<file path="src/rtl/ram_port_arbiter.sv">
`default_nettype none
// ============================================================================
// Module  : ram_port_arbiter
// Brief   : Shares one single-port RAM between an SPI command stream and a
//           local requester, with round-robin tie breaking.
// Revision: 1.0  initial release
// ============================================================================
module ram_port_arbiter #(
    parameter int ADDR_SIZE = 8,
    parameter int MEM_DEPTH = 256
) (
    input  logic                 clk,
    input  logic                 rst,
    input  logic [9:0]           spi_rx_data,
    input  logic                 spi_rx_valid,
    output logic [7:0]           spi_tx_data,
    output logic                 spi_tx_valid,
    output logic                 spi_ovf,
    input  logic                 loc_req,
    input  logic                 loc_we,
    input  logic [ADDR_SIZE-1:0] loc_addr,
    input  logic [7:0]           loc_wdata,
    output logic                 loc_gnt,
    output logic [7:0]           loc_rdata,
    output logic                 loc_rvalid,
    output logic                 ram_en,
    output logic                 ram_we,
    output logic [ADDR_SIZE-1:0] ram_addr,
    output logic [7:0]           ram_wdata,
    input  logic [7:0]           ram_rdata
);

    localparam logic [1:0] c_OP_WADDR = 2'b00;
    localparam logic [1:0] c_OP_RADDR = 2'b10;

    localparam logic [1:0] c_ST_IDLE    = 2'd0;
    localparam logic [1:0] c_ST_SPI_ACC = 2'd1;
    localparam logic [1:0] c_ST_LOC_ACC = 2'd2;
    localparam logic [1:0] c_ST_RD_RET  = 2'd3;

    logic [1:0]           r_state;
    logic [1:0]           w_next;
    logic                 r_rx_q;
    logic [ADDR_SIZE-1:0] r_wr_addr;
    logic [ADDR_SIZE-1:0] r_rd_addr;
    logic                 r_spi_pend;
    logic                 r_pend_we;
    logic [ADDR_SIZE-1:0] r_pend_addr;
    logic [7:0]           r_pend_data;
    logic                 r_spi_ovf;
    logic                 r_last_spi;
    logic                 r_owner_spi;
    logic                 r_ram_en;
    logic                 r_ram_we;
    logic [ADDR_SIZE-1:0] r_ram_addr;
    logic [7:0]           r_ram_wdata;
    logic                 r_loc_gnt;
    logic [7:0]           r_loc_rdata;
    logic                 r_loc_rvalid;
    logic [7:0]           r_spi_tx_data;
    logic                 r_spi_tx_valid;

    logic [1:0]           w_op;
    logic [7:0]           w_pl;
    logic [ADDR_SIZE-1:0] w_pl_addr;
    logic                 w_accept;
    logic                 w_new_acc;
    logic                 w_new_we;
    logic [ADDR_SIZE-1:0] w_new_addr;
    logic                 w_spi_req;
    logic                 w_spi_we;
    logic [ADDR_SIZE-1:0] w_spi_addr;
    logic [7:0]           w_spi_wdata;
    logic                 w_spi_grant;
    logic                 w_loc_grant;
    logic                 w_drop;
    logic                 w_keep;
    logic                 w_store;
    logic                 w_ret;
    logic                 w_ram_en_d;
    logic                 w_ram_we_d;
    logic [ADDR_SIZE-1:0] w_ram_addr_d;
    logic [7:0]           w_ram_wdata_d;

    assign w_op     = spi_rx_data[9:8];
    assign w_pl     = spi_rx_data[7:0];
    assign w_accept = spi_rx_valid & ~r_rx_q;

    generate
        if (ADDR_SIZE <= 8) begin : g_addr_narrow
            assign w_pl_addr = w_pl[ADDR_SIZE-1:0];
        end else begin : g_addr_wide
            assign w_pl_addr = {{(ADDR_SIZE-8){1'b0}}, w_pl};
        end
    endgenerate

    // A freshly accepted access word bypasses spi_pend when the arbiter is idle
    assign w_new_acc   = w_accept & w_op[0] & ~r_spi_pend;
    assign w_new_we    = ~w_op[1];
    assign w_new_addr  = w_op[1] ? r_rd_addr : r_wr_addr;
    assign w_spi_req   = r_spi_pend | w_new_acc;
    assign w_spi_we    = r_spi_pend ? r_pend_we   : w_new_we;
    assign w_spi_addr  = r_spi_pend ? r_pend_addr : w_new_addr;
    assign w_spi_wdata = r_spi_pend ? r_pend_data : w_pl;

    assign w_spi_grant = (r_state == c_ST_IDLE) && (w_next == c_ST_SPI_ACC);
    assign w_loc_grant = (r_state == c_ST_IDLE) && (w_next == c_ST_LOC_ACC);
    assign w_ret       = (r_state == c_ST_RD_RET);

    // A word arriving while one is still pending is lost unless the pending one
    // leaves this very cycle, in which case the new word takes its slot.
    assign w_drop  = w_accept & r_spi_pend & ~w_spi_grant;
    assign w_keep  = w_accept & ~w_drop;
    assign w_store = w_keep & w_op[0] & (r_spi_pend | ~w_spi_grant);

    always_ff @(posedge clk) begin
        if (rst) begin
            r_state <= c_ST_IDLE;
        end else begin
            r_state <= w_next;
        end
    end

    always_comb begin
        w_next = c_ST_IDLE;
        case (r_state)
            c_ST_IDLE: begin
                if (w_spi_req && (!loc_req || !r_last_spi)) begin
                    w_next = c_ST_SPI_ACC;
                end else if (loc_req) begin
                    w_next = c_ST_LOC_ACC;
                end else begin
                    w_next = c_ST_IDLE;
                end
            end
            c_ST_SPI_ACC, c_ST_LOC_ACC: w_next = r_ram_we ? c_ST_IDLE : c_ST_RD_RET;
            c_ST_RD_RET:  w_next = c_ST_IDLE;
            default:      w_next = c_ST_IDLE;
        endcase
    end

    // RAM strobes are loaded on the grant edge so they appear in the ACC state
    always_comb begin
        w_ram_en_d    = w_spi_grant | w_loc_grant;
        w_ram_we_d    = 1'b0;
        w_ram_addr_d  = r_ram_addr;
        w_ram_wdata_d = r_ram_wdata;
        if (w_spi_grant) begin
            w_ram_we_d    = w_spi_we;
            w_ram_addr_d  = w_spi_addr;
            w_ram_wdata_d = w_spi_wdata;
        end else if (w_loc_grant) begin
            w_ram_we_d    = loc_we;
            w_ram_addr_d  = loc_addr;
            w_ram_wdata_d = loc_wdata;
        end
    end

    always_ff @(posedge clk) begin
        if (rst) begin
            r_rx_q         <= 1'b0;
            r_wr_addr      <= '0;
            r_rd_addr      <= '0;
            r_spi_pend     <= 1'b0;
            r_pend_we      <= 1'b0;
            r_pend_addr    <= '0;
            r_pend_data    <= '0;
            r_spi_ovf      <= 1'b0;
            r_last_spi     <= 1'b0;
            r_owner_spi    <= 1'b0;
            r_ram_en       <= 1'b0;
            r_ram_we       <= 1'b0;
            r_ram_addr     <= '0;
            r_ram_wdata    <= '0;
            r_loc_gnt      <= 1'b0;
            r_loc_rdata    <= '0;
            r_loc_rvalid   <= 1'b0;
            r_spi_tx_data  <= '0;
            r_spi_tx_valid <= 1'b0;
        end else begin
            r_rx_q <= spi_rx_valid;
            if (w_keep && (w_op == c_OP_WADDR)) r_wr_addr <= w_pl_addr;
            if (w_keep && (w_op == c_OP_RADDR)) r_rd_addr <= w_pl_addr;

            if (w_store) begin
                r_spi_pend  <= 1'b1;
                r_pend_we   <= w_new_we;
                r_pend_addr <= w_new_addr;
                r_pend_data <= w_pl;
            end else if (w_spi_grant) begin
                r_spi_pend <= 1'b0;
            end

            if (w_drop) r_spi_ovf <= 1'b1;

            if (w_spi_grant || w_loc_grant) begin
                r_last_spi  <= w_spi_grant;
                r_owner_spi <= w_spi_grant;
            end

            r_ram_en     <= w_ram_en_d;
            r_ram_we     <= w_ram_we_d;
            r_ram_addr   <= w_ram_addr_d;
            r_ram_wdata  <= w_ram_wdata_d;
            r_loc_gnt    <= w_loc_grant;
            r_loc_rvalid <= w_ret & ~r_owner_spi;
            if (w_ret && !r_owner_spi) r_loc_rdata <= ram_rdata;

            // Returned SPI data stays valid until the master sends its next word
            if (w_ret && r_owner_spi) begin
                r_spi_tx_data  <= ram_rdata;
                r_spi_tx_valid <= 1'b1;
            end else if (w_accept) begin
                r_spi_tx_valid <= 1'b0;
            end
        end
    end

    a_addr_in_range: assert property (@(posedge clk) disable iff (rst)
        r_ram_en |-> (int'(r_ram_addr) < MEM_DEPTH));

    assign spi_tx_data  = r_spi_tx_data;
    assign spi_tx_valid = r_spi_tx_valid;
    assign spi_ovf      = r_spi_ovf;
    assign loc_gnt      = r_loc_gnt;
    assign loc_rdata    = r_loc_rdata;
    assign loc_rvalid   = r_loc_rvalid;
    assign ram_en       = r_ram_en;
    assign ram_we       = r_ram_we;
    assign ram_addr     = r_ram_addr;
    assign ram_wdata    = r_ram_wdata;

endmodule
`default_nettype wire

</file>
<file path="config.mk">
export PLATFORM = sky130hd
export DESIGN_NAME = ram_port_arbiter
export DESIGN_NICKNAME = d
export VERILOG_FILES = /design/src/rtl/ram_port_arbiter.sv
export SDC_FILE = /design/constraint.sdc
export NUM_CORES = 1
export LEC_CHECK = 0
export CAP_MARGIN = 20
export CORE_AREA = 5 5 112 114
export DETAILED_ROUTE_END_ITERATION = 12
export DIE_AREA = 0 0 117 119
export PLACE_DENSITY = 0.53
export SETUP_SLACK_MARGIN = 0.02
export SLEW_MARGIN = 20
export SYNTH_ARGS = -nofsm -noshare
export SYNTH_HDL_FRONTEND = slang
export SYNTH_SLANG_ARGS = --single-unit
</file>
<file path="constraint.sdc">
create_clock -name clk -period 2.3 [get_ports clk]
set_clock_uncertainty 0.15 [all_clocks]
set_input_delay 0.575 -clock clk [delete_from_list [all_inputs] [get_ports clk]]
set_output_delay 0.575 -clock clk [all_outputs]
set_load 0.02 [all_outputs]
</file>
==> key figures <==
Run status
  – Status: finished clean

Worst setup path
  – Worst EP required: 2.38 ns
  – Crit path max fanout: 9
  – Worst Path Arrival: 2.22 ns
  – CP Capture Type: flip-flop
  – Startpoint types: input port
  – CP Class: in2reg

Drt
  – # DRC: 0
  – DRT Pass-1 Iters: 4
  – Via Count: between 2k and 3k
  – Detail-routed net length per standard cell: 15.1 um
  – Vias per cell: 4.72
  – Routed WL: 8760 um
  – Initial DRC Count: 190
  – Final ANT Viol Nets: 0

Power
  – Gate power share: 21.7%
  – Internal power: 0.00304 W
  – Leak Pwr: 1.85 nW
  – Sw Share: 25.9%
  – PD cells: roughly 860 nW/um^2
  – Flop pwr share: 36.3%
  – Sw power: 0.00106 W
  – Clock Power Share: about two fifths
  – VDD IR-drop max: 0.400 mV

Timing
  – Hold Fails Final Rpt: 0
  – Setup violators final: 0
  – Setup slack after layout: about 0.17 ns
  – Relative slew margins: 64.9%
  – Least-Margin Pin Slew: 0.526 ns
  – RSZ-0062 raised after global routing: false
  – Period utilization: between 90 and 100%
  – Max Clk Rate: roughly 470 MHz
  – Tmin final: 2.13 ns
  – Slew Viols, Final: 0

Layout
  – Register area: 1520 um^2
  – Fin nets: 474
  – Final instance area: 4780 um^2
  – Non-Filler Instances: 579
  – Multi-input logic area: roughly 1700 um^2
  – Layout area overhead: 43.2%
  – ANT cells: 0
  – Layout cells sized above 1: 14.9%
  – Filler cells: 1,136

Placed design
  – Routability congestion estimate from global placement: 0.758
  – Port-buffer cells: 76
  – DP Worst Slack: -0.160 ns
  – Placed Area: 4420 um^2
  – Post-Place Cells: roughly 560
  – Hpwl dp: 6340 um

Yosys
  – Multiplexer area fraction after synthesis: 13.8%
  – Largest area contributor in the netlist: dfxtp_1
  – Async set-or-reset flop fraction in the synthesized netlist: 0%
  – Synth area leaders: dfxtp_1, mux2i_1, nand2b_1, a21oi_1, nand2_1
  – Avg Synthesized Cell Area: around 9.6 um^2
  – Main synth FF type: dfxtp_1
  – Synthesized cell area: 3340 um^2
  – Post-synth top cells: dfxtp_1, mux2i_1, a21oi_1
  – Synth Area in XOR/XNOR: 0%
  – Adder-cell share of the synthesized area: under 10%
  – Simple-Gate Fraction of Synth Area: 18.1%
  – Number of flops mapped to enable cells by yosys: 0
  – Main combinational cell family by area after synthesis: simple AND/OR/NAND/NOR gates
  – Post-Syn Nets: 391
  – Register area share after synthesis: 45.6%
  – Complex-gate fraction of the synthesized area: 17.4%
  – Count leader, synth: dfxtp_1
  – Cells after synthesis: 349
  – Synth top area share: 45.6%
  – Yosys warning count: 0
  – Yosys cell types: 35
  – Register bit total from synthesis: 76

Worst hold path
  – Worst min path class: reg2reg

Floorplanning
  – Initial Util: between 20% and 30%
  – Io pins: 77
  – Die Height: 119 um
  – Die ar.: 13,900 um^2
  – # rows: 39
  – Core area: ~11,000 um^2
  – Die width: 117 um

Global routing
  – Most used routing layer: met2
  – First-pass GRT wire length: 14,700 um
  – Total track usage: 13.2%
  – Largest net degree at the start of global routing: 85
  – Aggregate global routing overflow: 0
  – GR Util met3: under 10%
  – Initial antenna violation count: 0
  – Vias in the first global route: ~2.9k
  – Met2 Usage GRT: 21.8%
  – Met1 global-route usage: 16.7%

CTS
  – Resize count post-CTS: 0
  – Cts hold-fix bufs: 0
  – Clock Sinks: 76
  – CTS H-tree depth: 3
  – CTS clk-pin slew, worst paths: roughly 0.06 ns
  – Clock Tree Root: clkbuf_16
  – Cts bufs inserted: 9
  – Clk buf depth: 2
  – Clk_lat worst skew: around 0.33 ns
  – CTS tree: yes
  – Number of setup buffers added after CTS: 0

Run
  – Max Cap Violations: 0
-- logic make-up after synthesis --
family / count (synthesis)
muxes: 46
AOI/OAI and AO/OA: 80
and+or+nand+nor: 113
DFF: 76
adders and majority gates: 3
buffers and inverters: 31
-- critical path, stage by stage --
cell	delay [ns]
clkdlybuf4s50_1	0.44
and2_4	0.19
or3_1	0.41
and3_1	0.33
a211oi_1	0.27
-- power groups by stage --
stage	logic, W	clock network (W)	registers [W]
3_5_place_dp	0.000898	0	0.00152
5_1_grt	0.000969	0.00183	0.00150
6_report	0.000891	0.00172	0.00149
3_3_place_gp	0.000892	0	0.00152
4_1_cts	0.000902	0.00177	0.00149
2_1_floorplan	0.000431	0	0.00160
-- flip-flops by register name, indices dropped and copies added (netlist names) --
signal,cells
loc_rdata,8
spi_ovf,1
spi_tx_data,8
ram_en,1
r_owner_spi,1
r_rd_addr,8
r_pend_data,8
r_pend_addr,8
ram_wdata,8
ram_addr,8
loc_rvalid,1
ram_we,1
r_pend_we,1
loc_gnt,1
r_spi_pend,1
r_rx_q,1
r_wr_addr,8
r_state,2
spi_tx_valid,1
-- stage by stage --
step	total power [W]	hold slack (ns)	utilization (%)	setup TNS, ns
2_1_floorplan	0.00203	0.298	-	0
3_3_place_gp	0.00241	0.293	39.0	-1.58
3_5_place_dp	0.00242	0.298	39.0	-1.83
4_1_cts	0.00416	0.307	42.2	0
5_1_grt	0.00431	0.322	42.2	0
6_report	0.00410	0.304	42.2	0
-- final timing paths --
kind / startpoint / to / slack (ns) / depth (start not counted)
worst min-delay path: spi_tx_valid / spi_tx_valid / 0.30 / 2
worst min register to register: spi_tx_valid / spi_tx_valid / 0.30 / 2
worst max-delay path: loc_req / r_pend_addr[6] / 0.17 / 5
worst max register to register: r_state[0] / r_pend_addr[6] / 0.26 / 6
-- area by class of cell --
cell class / count / share of cell area (%)
Inverter: 4 / 0.314
Sequential cell: 76 / 31.8
Clock inverter: 6 / 2.88
Timing Repair Buffer: 99 / 21.3
Multi-Input combinational cell: 242 / 35.3
Clock buffer: 9 / 4.71
Tap cell: 143 / 3.74
-- cell usage in the layout (no fill, tap or decap), types with 2 or more instances in the layout --
| master | netlist | layout |
|---|---|---|
| or2_2 | 2 | 2 |
| o211a_1 | 2 | 2 |
| nand3_1 | 10 | 10 |
| clkdlybuf4s50_1 | 0 | 75 |
| a21oi_1 | 38 | 37 |
| buf_12 | 0 | 7 |
| dfxtp_1 | 76 | 76 |
| clkbuf_16 | 0 | 9 |
| ha_1 | 3 | 3 |
| nor2b_1 | 12 | 12 |
| bufinv_16 | 0 | 4 |
| a211oi_2 | 7 | 7 |
| a211oi_1 | 8 | 8 |
| nand2_1 | 29 | 29 |
| buf_4 | 1 | 16 |
| inv_1 | 3 | 3 |
| clkinv_4 | 0 | 2 |
| a31oi_1 | 9 | 9 |
| nand2b_1 | 34 | 34 |
| and3_1 | 2 | 2 |
| a21o_1 | 3 | 3 |
| o221a_2 | 8 | 8 |
| nor2_1 | 16 | 16 |
| mux2i_1 | 46 | 46 |
-- routing by layer --
layer	vias to the layer above	share of wire (%)
met4	0	0.65
met5	-	0
li1	1386	-
met3	7	5.5
met2	67	48
met1	1271	46
No activity file was read; power rests on OpenSTA's default activity.
